## config.mk

```make
export PLATFORM = sky130hd
export DESIGN_NAME = fp_wb_arbiter
export DESIGN_NICKNAME = d
export VERILOG_FILES = /design/src/rtl/fp_wb_arbiter.sv
export SDC_FILE = /design/constraint.sdc
export NUM_CORES = 1
export LEC_CHECK = 0
export CAP_MARGIN = 20
export CORE_ASPECT_RATIO = 0.7
export CORE_MARGIN = 4
export CORE_UTILIZATION = 35
export CTS_BUF_LIST = sky130_fd_sc_hd__clkbuf_4 sky130_fd_sc_hd__clkbuf_8
export CTS_CLUSTER_SIZE = 10
export DETAILED_ROUTE_END_ITERATION = 7
export PLACE_DENSITY = 0.76
export SLEW_MARGIN = 20
export SYNTH_ARGS = -nofsm -noshare
export SYNTH_HDL_FRONTEND = slang
export SYNTH_SLANG_ARGS = --single-unit
```

## constraint.sdc

```tcl
create_clock -name clk -period 7.3 [get_ports clk]
set_clock_uncertainty 0.1 [all_clocks]
set_input_delay 1.46 -clock clk [delete_from_list [all_inputs] [get_ports clk]]
set_output_delay 1.46 -clock clk [all_outputs]
set_load 0.03 [all_outputs]
```

## src/rtl/fp_wb_arbiter.sv

```systemverilog
// rtl/fp_wb_arbiter.sv - FP register file write-back arbiter with pending-write scoreboard
// Picks the FPU or load/move result each cycle, registers it onto the single write port.
module fp_wb_arbiter #(
   parameter int DATA_W = 32,
   parameter bit RR_EN  = 1'b1
) (
   input  logic              clk,
   input  logic              rst_n,
   input  logic              issue_valid,
   input  logic [4:0]        issue_dst,
   output logic              issue_ready,
   input  logic [4:0]        rd_reg1,
   input  logic [4:0]        rd_reg2,
   output logic              raw_hazard,
   input  logic              fpu_valid,
   input  logic [4:0]        fpu_reg,
   input  logic [DATA_W-1:0] fpu_data,
   output logic              fpu_ready,
   input  logic              mem_valid,
   input  logic [4:0]        mem_reg,
   input  logic [DATA_W-1:0] mem_data,
   output logic              mem_ready,
   output logic              wr_en,
   output logic [4:0]        wr_reg,
   output logic [DATA_W-1:0] wr_data,
   output logic [31:0]       busy_vec
);

   logic              r_last_mem;
   logic              r_wr_en;
   logic [4:0]        r_wr_reg;
   logic [DATA_W-1:0] r_wr_data;
   logic [31:0]       r_busy;

   logic              w_fpu_gnt;
   logic              w_mem_gnt;
   logic              w_issue_ok;
   logic [31:0]       w_set;
   logic [31:0]       w_clr;

   // On a tie the FPU wins unless round-robin says it won last time.
   assign w_fpu_gnt  = fpu_valid & (~mem_valid | ~RR_EN | r_last_mem);
   assign w_mem_gnt  = mem_valid & (~fpu_valid | (RR_EN & ~r_last_mem));
   assign w_issue_ok = issue_valid & ~r_busy[issue_dst];
   assign w_set      = w_issue_ok ? (32'd1 << issue_dst) : 32'd0;
   assign w_clr      = r_wr_en ? (32'd1 << r_wr_reg) : 32'd0;

   assign fpu_ready   = w_fpu_gnt;
   assign mem_ready   = w_mem_gnt;
   assign issue_ready = ~r_busy[issue_dst];
   assign raw_hazard  = r_busy[rd_reg1] | r_busy[rd_reg2];
   assign wr_en       = r_wr_en;
   assign wr_reg      = r_wr_reg;
   assign wr_data     = r_wr_data;
   assign busy_vec    = r_busy;

   always_ff @(posedge clk or negedge rst_n) begin
      if (!rst_n) begin
         r_last_mem <= 1'b1;
         r_wr_en    <= 1'b0;
         r_wr_reg   <= 5'd0;
         r_wr_data  <= '0;
         r_busy     <= 32'd0;
      end else begin
         r_wr_en <= w_fpu_gnt | w_mem_gnt;
         if (w_fpu_gnt) begin
            r_last_mem <= 1'b0;
            r_wr_reg   <= fpu_reg;
            r_wr_data  <= fpu_data;
         end else if (w_mem_gnt) begin
            r_last_mem <= 1'b1;
            r_wr_reg   <= mem_reg;
            r_wr_data  <= mem_data;
         end
         // A new issue to the register being retired keeps it pending.
         r_busy <= (r_busy & ~w_clr) | w_set;
      end
   end

endmodule

```

==> impl_metrics.py <==
metrics = {
    "clock_tree": {
        "ctsHoldBuffers": 0,
        "clk_pin_slew_ns": 0.07,
        "numCtsBuffers": 9,
        "clk_path_buf_depth": 2,
        "clock_latency_ns": 0.35,
        "htreeDepth": 3,
        "root_buffer": "clkbuf_8",
        "cts_sinks": 71,
        "cts_setup_buffers": 0,
        "tritoncts": "yes",
        "cts-resized-gates": 0,
    },
    "drt": {
        "wl_per_cell_um": 19.9,
        "drt_wl_total_um": 15300,
        "drt_iter0_drc": 257,
        "ant_nets": 0,
        "drc_errors": 0,
        "via_per_inst": 5.69,
        "vias": 4364,
        "first_pass_iters": 5,
    },
    "setup_path": {
        "r2r_setup_slack_ns": 4.93,
        "worstPathRequired_ns": 5.74,
        "cp_max_fo": 16,
        "crit_top_cell": "clkdlybuf4s50_1",
        "worstPathCellList": "clkdlybuf4s50_1 > mux4_2 > mux2_2 > nor2_1 > a211oi_1 > a311oi_1 > clkdlybuf4s50_1",
        "endpoint_kind": "output port",
        "reg2reg_depth": 6,
        "r2r-start": "r_last_mem",
        "worstSetupPathType": "input port to output port",
        "r2r_end": "wr_reg[4]",
        "arrival_ns": 4.39,
        "cpPeakStageDelay_ns": 0.97,
        "slowest_stage": "clkdlybuf4s50_1",
        "start_kind": "input port",
    },
    "synth": {
        "synth_seq_cells": 71,
        "avgSynthCellArea_um2": 9.17,
        "synth_edf_count": 0,
        "yosys-top-cells-area": "dfrtp_1 41%, mux4_2 11%, a31oi_1 5.3%",
        "synth.cell_area_mm2": 0.00427,
        "syn_inst": 466,
        "yosysMostFrequentCell": "dfrtp_1",
        "ys_seq_area_share_pct": 41.6,
        "synth_flop_cell": "dfrtp_1",
        "synth_nets": 560,
        "ys_types": 42,
        "async_flop_share_pct": 100,
        "yosysTopAreaCellShare_pct": 41.0,
        "ys.warnings.count": 0,
        "yosysTopAreaCell": "dfrtp_1",
        "synthTopCellsByCount": "70 x dfrtp_1, 42 x nor2_1, 40 x inv_1, 37 x a21oi_1",
    },
    "global_routing": {
        "first_global_vias": 4342,
        "antenna_found_initial": 0,
        "grt_max_degree": 112,
        "grt_pass1_wl_um": 23900,
        "grt-ovfl-total": 0,
        "grt.total_usage_pct": 21.6,
    },
    "final_layout": {
        "drive_gt1_share_pct": 9.34,
        "antenna_cells": 0,
        "area_growth_pct": 45.8,
        "fin_util_pct": 52.7,
        "nets": 699,
        "final_area_mm2": 0.00623,
        "fillCellCount": 1083,
    },
    "place": {
        "dp_hpwl_um": 11100,
        "io_buffers": 167,
        "gp_congestion": 0.936,
        "post_dp_cell_area_mm2": 0.00598,
    },
    "floorplan": {
        "dieHeight_um": 100,
        "die-area_mm2": 0.0141,
        "rows": 33,
        "pin_count": 168,
        "die_w_um": 140,
        "start_util_pct": 36.2,
        "core_area_mm2": 0.0118,
    },
    "hold_path": {
        "worstHoldEndpoint": "busy_vec[24]",
        "hold_path_depth": 2,
        "worstHoldStart": "busy_vec[24]",
        "hold_class": "flip-flop to flip-flop",
    },
    "outcome": {
        "status": "complete, no violations",
    },
    "job": {
        "maxCapViolCount": 0,
    },
    "timing": {
        "worst_slew_pin_slew_ns": 0.996,
        "finalHoldViolations": 0,
        "min_period_ns": 5.95,
        "fin_crit_sh_pct": 81.5,
        "max_clock_freq_mhz": 168,
        "maxSlewViolCount": 0,
        "max_slew_margin_pct": 33.6,
        "setup_viol": 0,
        "rsz0062_at_grt": "false",
        "tns_ns": 0,
    },
    "power_and_ir_drop": {
        "powerDensity_mw_per_mm2": 330,
        "irDropWorstVdd_mv": 0.170,
        "p_leak_nw": 2.43,
    },
}
## power by group
part | internal, mW | leakage, nW | switching (mW) | total [mW]
sequential | 0.510 | 0.825 | 0.222 | 0.731
clock | 0.235 | 0.122 | 0.154 | 0.389
combinational | 0.441 | 1.48 | 0.496 | 0.938
total | 1.19 | 2.43 | 0.872 | 2.06
## through the flow
step	power, mW	cells	hold slack [ns]	worst slack [ns]
6_report	2.06	767	0.532	1.35
3_5_place_dp	1.67	751	0.522	1.34
3_3_place_gp	1.65	751	0.519	1.35
4_1_cts	2.06	767	0.530	1.33
5_1_grt	2.14	767	0.556	1.13
2_1_floorplan	1.19	466	0.451	2.30
## metal layers
layer  vias up  GRT usage, %  routed length [um]
met1      2079          28.5                6360
met3        48          5.76                1160
met4         0          8.49                 512
li1       2012             -                   -
met5         -             0                   0
met2       225          34.1                7270
## worst max-delay path by stage
stage | start | to | cells after the start
2_1_floorplan | issue_dst[0] | issue_ready | 6
6_report | issue_dst[0] | issue_ready | 7
4_1_cts | issue_dst[0] | issue_ready | 7
5_1_grt | issue_dst[0] | issue_ready | 7
3_3_place_gp | issue_dst[0] | issue_ready | 7
3_5_place_dp | issue_dst[0] | issue_ready | 7
## cell type report
type	instances	area [um2]	share of cell area, %
clock buffers	10	138	2.21
repair buffers	170	1690	27.1
clock inverters	6	108	1.73
well taps	157	196	3.15
flip-flops and latches	71	1780	28.6
inverters	40	150	2.41
multi-input cells	313	2170	34.9
## critical path, delay by kind of cell
family | cells | cell delay [ns]
AO/OA/AOI/OAI | 2 | 0.27
AND/OR/NAND/NOR | 1 | 0.09
buffers and inverters | 2 | 1.68
multiplexers | 2 | 0.89
## logic make-up after synthesis
logic type             share of synthesized area (%)
DFF                                             41.6
and+or+nand+nor                                 12.5
buffers and inverters                           7.56
muxes                                           12.2
AOI/OAI and AO/OA                               26.0
## placed cells by master (no fill, tap or decap), types with 2 or more instances in the layout
cell | netlist | layout
clkdlybuf4s50_1 | 0 | 165
o21ai_0 | 34 | 34
o21ai_1 | 20 | 20
mux4_2 | 20 | 20
nand3_1 | 5 | 5
mux2i_1 | 5 | 5
nand4b_1 | 4 | 4
a31oi_1 | 36 | 36
or3b_2 | 3 | 3
inv_1 | 40 | 40
o31ai_1 | 4 | 4
nor2b_1 | 6 | 6
clkinv_2 | 0 | 2
or3b_1 | 2 | 2
a311oi_1 | 2 | 2
nand2_1 | 7 | 7
nand2b_1 | 3 | 3
a2111oi_0 | 4 | 4
nor2_1 | 42 | 42
nand3b_1 | 9 | 9
nand4_1 | 4 | 4
o21ai_2 | 8 | 8
a21oi_1 | 37 | 37
o22ai_1 | 36 | 36
clkbuf_8 | 0 | 10
buf_4 | 0 | 4
mux2_2 | 2 | 2
nor3b_1 | 3 | 3
or3_1 | 3 | 3
bufinv_16 | 0 | 3
dfrtp_1 | 70 | 70
a211oi_1 | 3 | 3
(Power assumes the default switching activity.)
